<file path="src/rtl/frog_input_ctrl.sv">
// frog_input_ctrl
//   Turns USB HID key presses into grid hops for the frog.
//   New W/A/S/D or arrow presses are queued as hop commands. Each command is
//   executed as one STEP-pixel hop animated over HOP_FRAMES VGA frames.
//
// Ports
//   Clk           system clock (50 MHz)
//   Reset_n       asynchronous active-low reset
//   keycode       two HID key slots: [7:0] slot 0, [15:8] slot 1, 0x00 = none
//   frame_clk     VGA vertical sync, asynchronous to Clk
//   respawn       1-cycle pulse: return frog to start, flush queued commands
//   FrogX/FrogY   frog top-left pixel position
//   FrogDir       facing: 0 up, 1 down, 2 left, 3 right
//   hop_active    high while a hop animation is in progress
//   forward_pulse 1-cycle pulse after an up-hop completes
//   overflow      sticky: a command was dropped because the queue was full
module frog_input_ctrl #(
    parameter int unsigned STEP       = 32,
    parameter int unsigned HOP_FRAMES = 4,
    parameter int unsigned FIFO_DEPTH = 4,
    parameter int unsigned START_X    = 320,
    parameter int unsigned START_Y    = 448,
    parameter int unsigned MAX_X      = 608,
    parameter int unsigned MAX_Y      = 448
) (
    input  logic        Clk,
    input  logic        Reset_n,
    input  logic [15:0] keycode,
    input  logic        frame_clk,
    input  logic        respawn,
    output logic [9:0]  FrogX,
    output logic [9:0]  FrogY,
    output logic [1:0]  FrogDir,
    output logic        hop_active,
    output logic        forward_pulse,
    output logic        overflow
);

    typedef enum logic [1:0] {DIR_UP, DIR_DOWN, DIR_LEFT, DIR_RIGHT} dir_t;
    typedef enum logic {S_IDLE, S_HOP} state_t;

    localparam int unsigned PTR_W = (FIFO_DEPTH > 1) ? $clog2(FIFO_DEPTH) : 1;
    localparam int unsigned CNT_W = $clog2(FIFO_DEPTH + 1);
    localparam int unsigned HC_W  = $clog2(HOP_FRAMES + 1);

    localparam logic [10:0] HOP_STEP   = 11'(STEP);
    localparam logic [9:0]  FRAME_STEP = 10'(STEP / HOP_FRAMES);
    localparam logic [9:0]  X0         = 10'(START_X);
    localparam logic [9:0]  Y0         = 10'(START_Y);
    localparam logic [10:0] XMAX       = 11'(MAX_X);
    localparam logic [10:0] YMAX       = 11'(MAX_Y);

    // {mapped, direction}
    function automatic logic [2:0] decode_key(input logic [7:0] code);
        case (code)
            8'h1A, 8'h52: decode_key = {1'b1, DIR_UP};
            8'h16, 8'h51: decode_key = {1'b1, DIR_DOWN};
            8'h04, 8'h50: decode_key = {1'b1, DIR_LEFT};
            8'h07, 8'h4F: decode_key = {1'b1, DIR_RIGHT};
            default:      decode_key = 3'b000;
        endcase
    endfunction

    function automatic logic [PTR_W-1:0] ptr_inc(input logic [PTR_W-1:0] p);
        ptr_inc = (p == PTR_W'(FIFO_DEPTH - 1)) ? '0 : p + 1'b1;
    endfunction

    // ---------------- key detection / hold register ----------------
    logic [7:0] prev0, prev1;
    logic [2:0] dec0, dec1;
    logic       new0, new1;
    logic       hold_valid;
    dir_t       hold_dir;
    logic       push_req, load_hold;
    dir_t       push_dir;

    always_comb begin
        dec0 = decode_key(keycode[7:0]);
        dec1 = decode_key(keycode[15:8]);
        // Compare against both previous slots so a key shifting slots is not a new press
        new0 = dec0[2] && (keycode[7:0]  != 8'h00) && (keycode[7:0]  != prev0) && (keycode[7:0]  != prev1);
        new1 = dec1[2] && (keycode[15:8] != 8'h00) && (keycode[15:8] != prev0) && (keycode[15:8] != prev1);

        push_req  = 1'b0;
        push_dir  = DIR_UP;
        load_hold = 1'b0;
        if (hold_valid) begin
            push_req = 1'b1;
            push_dir = hold_dir;
        end else if (new0) begin
            push_req  = 1'b1;
            push_dir  = dir_t'(dec0[1:0]);
            load_hold = new1;
        end else if (new1) begin
            push_req = 1'b1;
            push_dir = dir_t'(dec1[1:0]);
        end
    end

    // ---------------- command FIFO ----------------
    dir_t             mem [FIFO_DEPTH];
    logic [PTR_W-1:0] wr_ptr, rd_ptr;
    logic [CNT_W-1:0] fifo_cnt;
    logic             fifo_empty, fifo_full;
    logic             push, pop, drop;
    dir_t             fifo_head;

    state_t           state;
    logic             tick;

    always_comb begin
        fifo_empty = (fifo_cnt == '0);
        fifo_full  = (fifo_cnt == CNT_W'(FIFO_DEPTH));
        fifo_head  = mem[rd_ptr];
        pop        = (state == S_IDLE) && tick && !fifo_empty && !respawn;
        push       = push_req && (!fifo_full || pop) && !respawn;
        drop       = push_req && fifo_full && !pop && !respawn;
    end

    always_ff @(posedge Clk) begin
        if (push)
            mem[wr_ptr] <= push_dir;
    end

    always_ff @(posedge Clk or negedge Reset_n) begin
        if (!Reset_n) begin
            prev0      <= '0;
            prev1      <= '0;
            hold_valid <= 1'b0;
            hold_dir   <= DIR_UP;
            wr_ptr     <= '0;
            rd_ptr     <= '0;
            fifo_cnt   <= '0;
            overflow   <= 1'b0;
        end else begin
            prev0 <= keycode[7:0];
            prev1 <= keycode[15:8];
            if (respawn) begin
                hold_valid <= 1'b0;
                wr_ptr     <= '0;
                rd_ptr     <= '0;
                fifo_cnt   <= '0;
                overflow   <= 1'b0;
            end else begin
                hold_valid <= load_hold;
                if (load_hold)
                    hold_dir <= dir_t'(dec1[1:0]);
                if (push)
                    wr_ptr <= ptr_inc(wr_ptr);
                if (pop)
                    rd_ptr <= ptr_inc(rd_ptr);
                case ({push, pop})
                    2'b10:   fifo_cnt <= fifo_cnt + 1'b1;
                    2'b01:   fifo_cnt <= fifo_cnt - 1'b1;
                    default: fifo_cnt <= fifo_cnt;
                endcase
                if (drop)
                    overflow <= 1'b1;
            end
        end
    end

    // ---------------- frame tick ----------------
    logic fs1, fs2, fs3;

    always_ff @(posedge Clk or negedge Reset_n) begin
        if (!Reset_n) begin
            fs1  <= 1'b0;
            fs2  <= 1'b0;
            fs3  <= 1'b0;
            tick <= 1'b0;
        end else begin
            fs1  <= frame_clk;
            fs2  <= fs1;
            fs3  <= fs2;
            tick <= fs2 & ~fs3;
        end
    end

    // ---------------- hop FSM ----------------
    dir_t            dir_q;
    dir_t            move_dir;
    logic [HC_W-1:0] hop_cnt, cnt_next;
    logic            target_ok;
    logic [9:0]      step_x, step_y;

    always_comb begin
        move_dir = (state == S_IDLE) ? fifo_head : dir_q;
        cnt_next = hop_cnt + 1'b1;
        case (fifo_head)
            DIR_UP:    target_ok = {1'b0, FrogY} >= HOP_STEP;
            DIR_DOWN:  target_ok = ({1'b0, FrogY} + HOP_STEP) <= YMAX;
            DIR_LEFT:  target_ok = {1'b0, FrogX} >= HOP_STEP;
            default:   target_ok = ({1'b0, FrogX} + HOP_STEP) <= XMAX;
        endcase
        step_x = FrogX;
        step_y = FrogY;
        case (move_dir)
            DIR_UP:    step_y = FrogY - FRAME_STEP;
            DIR_DOWN:  step_y = FrogY + FRAME_STEP;
            DIR_LEFT:  step_x = FrogX - FRAME_STEP;
            default:   step_x = FrogX + FRAME_STEP;
        endcase
    end

    always_ff @(posedge Clk or negedge Reset_n) begin
        if (!Reset_n) begin
            state         <= S_IDLE;
            FrogX         <= X0;
            FrogY         <= Y0;
            dir_q         <= DIR_UP;
            hop_cnt       <= '0;
            forward_pulse <= 1'b0;
        end else begin
            forward_pulse <= 1'b0;
            if (respawn) begin
                state   <= S_IDLE;
                FrogX   <= X0;
                FrogY   <= Y0;
                dir_q   <= DIR_UP;
                hop_cnt <= '0;
            end else if (tick) begin
                case (state)
                    S_IDLE: begin
                        if (!fifo_empty) begin
                            dir_q <= fifo_head;
                            if (target_ok) begin
                                FrogX <= step_x;
                                FrogY <= step_y;
                                if (HOP_FRAMES == 1) begin
                                    forward_pulse <= (fifo_head == DIR_UP);
                                end else begin
                                    state   <= S_HOP;
                                    hop_cnt <= HC_W'(1);
                                end
                            end
                        end
                    end
                    S_HOP: begin
                        FrogX   <= step_x;
                        FrogY   <= step_y;
                        hop_cnt <= cnt_next;
                        if (cnt_next == HC_W'(HOP_FRAMES)) begin
                            state         <= S_IDLE;
                            forward_pulse <= (dir_q == DIR_UP);
                        end
                    end
                    default: state <= S_IDLE;
                endcase
            end
        end
    end

    assign FrogDir    = dir_q;
    assign hop_active = (state == S_HOP);

endmodule

</file>
<file path="config.mk">
export PLATFORM = sky130hd
export DESIGN_NAME = frog_input_ctrl
export DESIGN_NICKNAME = d
export VERILOG_FILES = /design/src/rtl/frog_input_ctrl.sv
export SDC_FILE = /design/constraint.sdc
export NUM_CORES = 1
export LEC_CHECK = 0
export CORE_MARGIN = 8
export CORE_UTILIZATION = 40
export CTS_BUF_LIST = sky130_fd_sc_hd__clkbuf_16
export CTS_CLUSTER_DIAMETER = 150
export DETAILED_ROUTE_END_ITERATION = 16
export PLACE_DENSITY = 0.64
export SYNTH_ARGS = -nofsm -noshare
export SYNTH_HDL_FRONTEND = slang
export SYNTH_SLANG_ARGS = --single-unit
</file>
<file path="constraint.sdc">
create_clock -name Clk -period 7.9 [get_ports Clk]
set_input_delay 1.58 -clock Clk [delete_from_list [all_inputs] [get_ports Clk]]
set_output_delay 1.58 -clock Clk [all_outputs]
set_load 0.02 [all_outputs]
</file>
==> flow_metrics.tcl <==
set metrics [dict create \
    synth_flop_cell "sky130_fd_sc_hd__dfrtp_1" \
    place.detailed.hpwl_mm 6.45 \
    cts_hold_repair.buffers 0 \
    slew_at_the_pin_closest_to_its_max_slew_limit_ns 0.672 \
    leakage_power_nw 1.92 \
    maxSlewHeadroom_pct 54.5 \
    coreArea_mm2 0.00968 \
    yosys_register_bits 60 \
    worstSetupEndpointType "register" \
    die_y_um 115 \
    run_status "complete, no violations" \
    cts_tree "built" \
    regToRegEndpoint "FrogY[9]" \
    achievable-frequency_mhz 217 \
    number_of_global_route_vias_before_repair 3088 \
    syn_to_final_growth_pct 16.8 \
    grt_util_all_layers_pct 14.0 \
    async_flop_share_pct 86.7 \
    finalHoldViolCount 0 \
    number_of_max_capacitance_violations_reported 0 \
    ff_latch_area_mm2 0.00155 \
    overflow 0 \
    worst-r2r-setup-slack_ns 4.30 \
    routed-via-count 3040 \
    cp.required_ns 8.15 \
    combined_area_of_the_multi_input_logic_cells_mm2 0.00218 \
    grt_first_pass_wirelength_mm 14.8 \
    finalSetupTns_ns 0 \
    initialDrtViolationCount 195 \
    ctsLongestPathBuffers 2 \
    postcts_resize_cnt 0 \
    antenna_left 0 \
    synth.yosys.warnings 0 \
    fin_crit_ns 4.61 \
    tritoncts_num_sinks 60 \
    design.final.nets 472 \
    layout_worst_path_cycle_share_pct 58.4 \
    fillers 905 \
    number_of_antenna_violations_at_the_first_check_in_global_routing 0 \
    ctsRootBufferMaster "sky130_fd_sc_hd__clkbuf_16" \
    detail_route.wl_per_cell_um 15.5 \
    per_instance_average_area_after_synthesis_um2 9.87 \
    p_per_area_mw_per_mm2 164 \
    worst_hold_path_startpoint "fs1" \
    detail_route.wirelength_mm 8.85 \
    synth_seq_area_share_pct 39.2 \
    cts_clk_pin_slew_worst_paths_ns 0.05 \
    avgViaCountPerCell 5.34 \
    floorplan.initialDensity_pct 40.7 \
    clock_skew_ns 0.00875 \
    post-layout-total-power_mw 0.755 \
    finalMaxSlewViolations 0 \
    timing.hold.worst_endpoint "fs2" \
    detailedRoute.firstPassIterationCount 4 \
    r2r-start "rd_ptr[0]" \
    synth_enable_flop_cells 8 \
    route.detailed.drc 0 \
    crit_type "in -> reg" \
    globalplace.congestion 0.979 \
    setup_repair_after_global_routing_missed_its_margin "no" \
    yosys.area.top_type_share_pct 29.8 \
    synth_top_area_cell "sky130_fd_sc_hd__dfrtp_1" \
    floorplan.die_area_mm2 0.0133 \
    worst_ep_arrival_time_ns 4.86 \
    r2r_cells 11 \
    die_w_um 115 \
    drive_gt1_share_pct 8.72 \
    timing.hold.worst.class "reg -> reg" \
    power.ir.vdd_worst_mv 0.102 \
    yosysUniqueCellTypes 68 \
    portBuffers 38 \
    critical_path_peak_fanout 8 \
    htreeDepth 3 \
    cts_made_buffers 9 \
    largest_net_degree_at_the_start_of_global_routing 53 \
    io_pins 45 \
    synth.cell_area_mm2 0.00395 \
    post_cts_buffers 0 \
    clock_latency_ns 0.32 \
    synthesis.instances 400 \
    row_count 36 \
    worstHoldPathCells 0 \
    yosys-top-cells-area "sky130_fd_sc_hd__dfrtp_1 (30%), sky130_fd_sc_hd__xor2_1 (8.0%), sky130_fd_sc_hd__edfxtp_1 (6.1%)" \
    setup_viol 0 \
    cp-start-kind "input pin" \
    antenna_cells 0 \
]
## worst max-delay path, stage by stage
cell and delay (ns):
sky130_fd_sc_hd__clkdlybuf4s50_1 0.56, sky130_fd_sc_hd__or3_1 0.44, sky130_fd_sc_hd__nor3_1 0.32, sky130_fd_sc_hd__a311o_1 0.22, sky130_fd_sc_hd__o211a_4 0.22, sky130_fd_sc_hd__nor3_2 0.07, sky130_fd_sc_hd__and3_1 0.20, sky130_fd_sc_hd__fa_1 0.37
sky130_fd_sc_hd__or4b_4 0.54, sky130_fd_sc_hd__and3_4 0.19, sky130_fd_sc_hd__nor3_2 0.14
## routing by layer
metal | track usage (%) | up-vias | share of wire [%]
li1 | - | 1479 | -
met5 | 0 | - | 0
met2 | 24.2 | 80 | 51
met3 | 3.94 | 6 | 4.6
met4 | 4.29 | 0 | 0.81
met1 | 16.4 | 1475 | 44
## synth_stat cells (all sizes together), types with 3 or more instances
library cell / count
fa: 3
o311ai: 4
nor3: 8
buf: 21
clkbuf: 4
and3: 7
inv: 16
o31ai: 5
ha: 18
o21a: 4
xor2: 36
nand3: 16
dfstp: 5
nand2b: 5
and2: 6
a21oi: 18
a21o: 3
nor4: 14
a31oi: 4
mux2: 4
nor2b: 9
mux2i: 8
or3: 3
o21ai: 19
edfxtp: 8
dfrtp: 47
nor2: 29
nand2: 27
o211ai: 3
xnor2: 11
## cell families (layout without fill, tap and decap cells)
logic type,count (synthesis),after routing,share of synthesized area [%]
adders and majority gates,21,21,7.23
other,1,6,0.0950
and+or+nand+nor,136,136,18.8
muxes,14,14,4.31
buffers and inverters,41,72,5.90
DFF,60,60,39.2
xor gates and xnor gates,47,47,10.4
AOI/OAI and AO/OA,80,80,14.0
## how the worst max path moves through the flow
stage,endpoint,start
2_1_floorplan,fifo_cnt[2],keycode[3]
3_3_place_gp,fifo_cnt[2],keycode[3]
3_5_place_dp,fifo_cnt[2],keycode[4]
4_1_cts,fifo_cnt[2],keycode[4]
5_1_grt,fifo_cnt[2],keycode[4]
6_report,fifo_cnt[2],keycode[4]
## through the flow
step / cells / area [um2] / setup slack (ns) / utilization (%) / hold WS (ns)
2_1_floorplan: 405 / 3970 / 3.74 / - / 0.331
3_3_place_gp: 553 / 4350 / 3.11 / 44.9 / 0.338
3_5_place_dp: 553 / 4350 / 3.00 / 44.9 / 0.343
4_1_cts: 569 / 4610 / 3.32 / 47.6 / 0.345
5_1_grt: 569 / 4610 / 3.12 / 47.6 / 0.342
6_report: 569 / 4610 / 3.29 / 47.6 / 0.339
## flip-flops by register name, indices dropped and copies added, names as in the netlist, 2 cells and up
| name | cells |
|---|---|
| fifo_cnt | 3 |
| FrogY | 7 |
| hold_dir | 2 |
| prev1 | 8 |
| rd_ptr | 2 |
| mem | 8 |
| prev0 | 8 |
| FrogDir | 2 |
| FrogX | 7 |
| hop_cnt | 3 |
| wr_ptr | 2 |
## layout by cell type (no fill, tap or decap), types with 9 or more instances in the layout
master	instances
sky130_fd_sc_hd__xor2_1	36
sky130_fd_sc_hd__nand3_1	16
sky130_fd_sc_hd__o21ai_0	19
sky130_fd_sc_hd__ha_1	18
sky130_fd_sc_hd__inv_1	16
sky130_fd_sc_hd__dfrtp_1	47
sky130_fd_sc_hd__nor2_1	29
sky130_fd_sc_hd__a21oi_1	18
sky130_fd_sc_hd__clkdlybuf4s50_1	37
sky130_fd_sc_hd__clkbuf_16	9
sky130_fd_sc_hd__xnor2_1	11
sky130_fd_sc_hd__nor2b_1	9
sky130_fd_sc_hd__nand2_1	27
sky130_fd_sc_hd__nor4_1	12
## power by group
part           internal (mW)  switching [mW]  total [mW]
Sequential             0.321         0.00857       0.330
Combinational         0.0347          0.0501      0.0848
Clock                  0.207           0.134       0.340
Total                  0.562           0.192       0.755
## area by class of cell
type	count	area share, %
Multi-Input combinational cell	304	47.4
Sequential cell	60	33.6
Timing Repair Buffer	40	8.47
Clock buffer	9	4.89
Tap cell	133	3.61
Inverter	16	1.30
Clock inverter	7	0.733
Note: power is estimated with default switching activity, not from simulation.
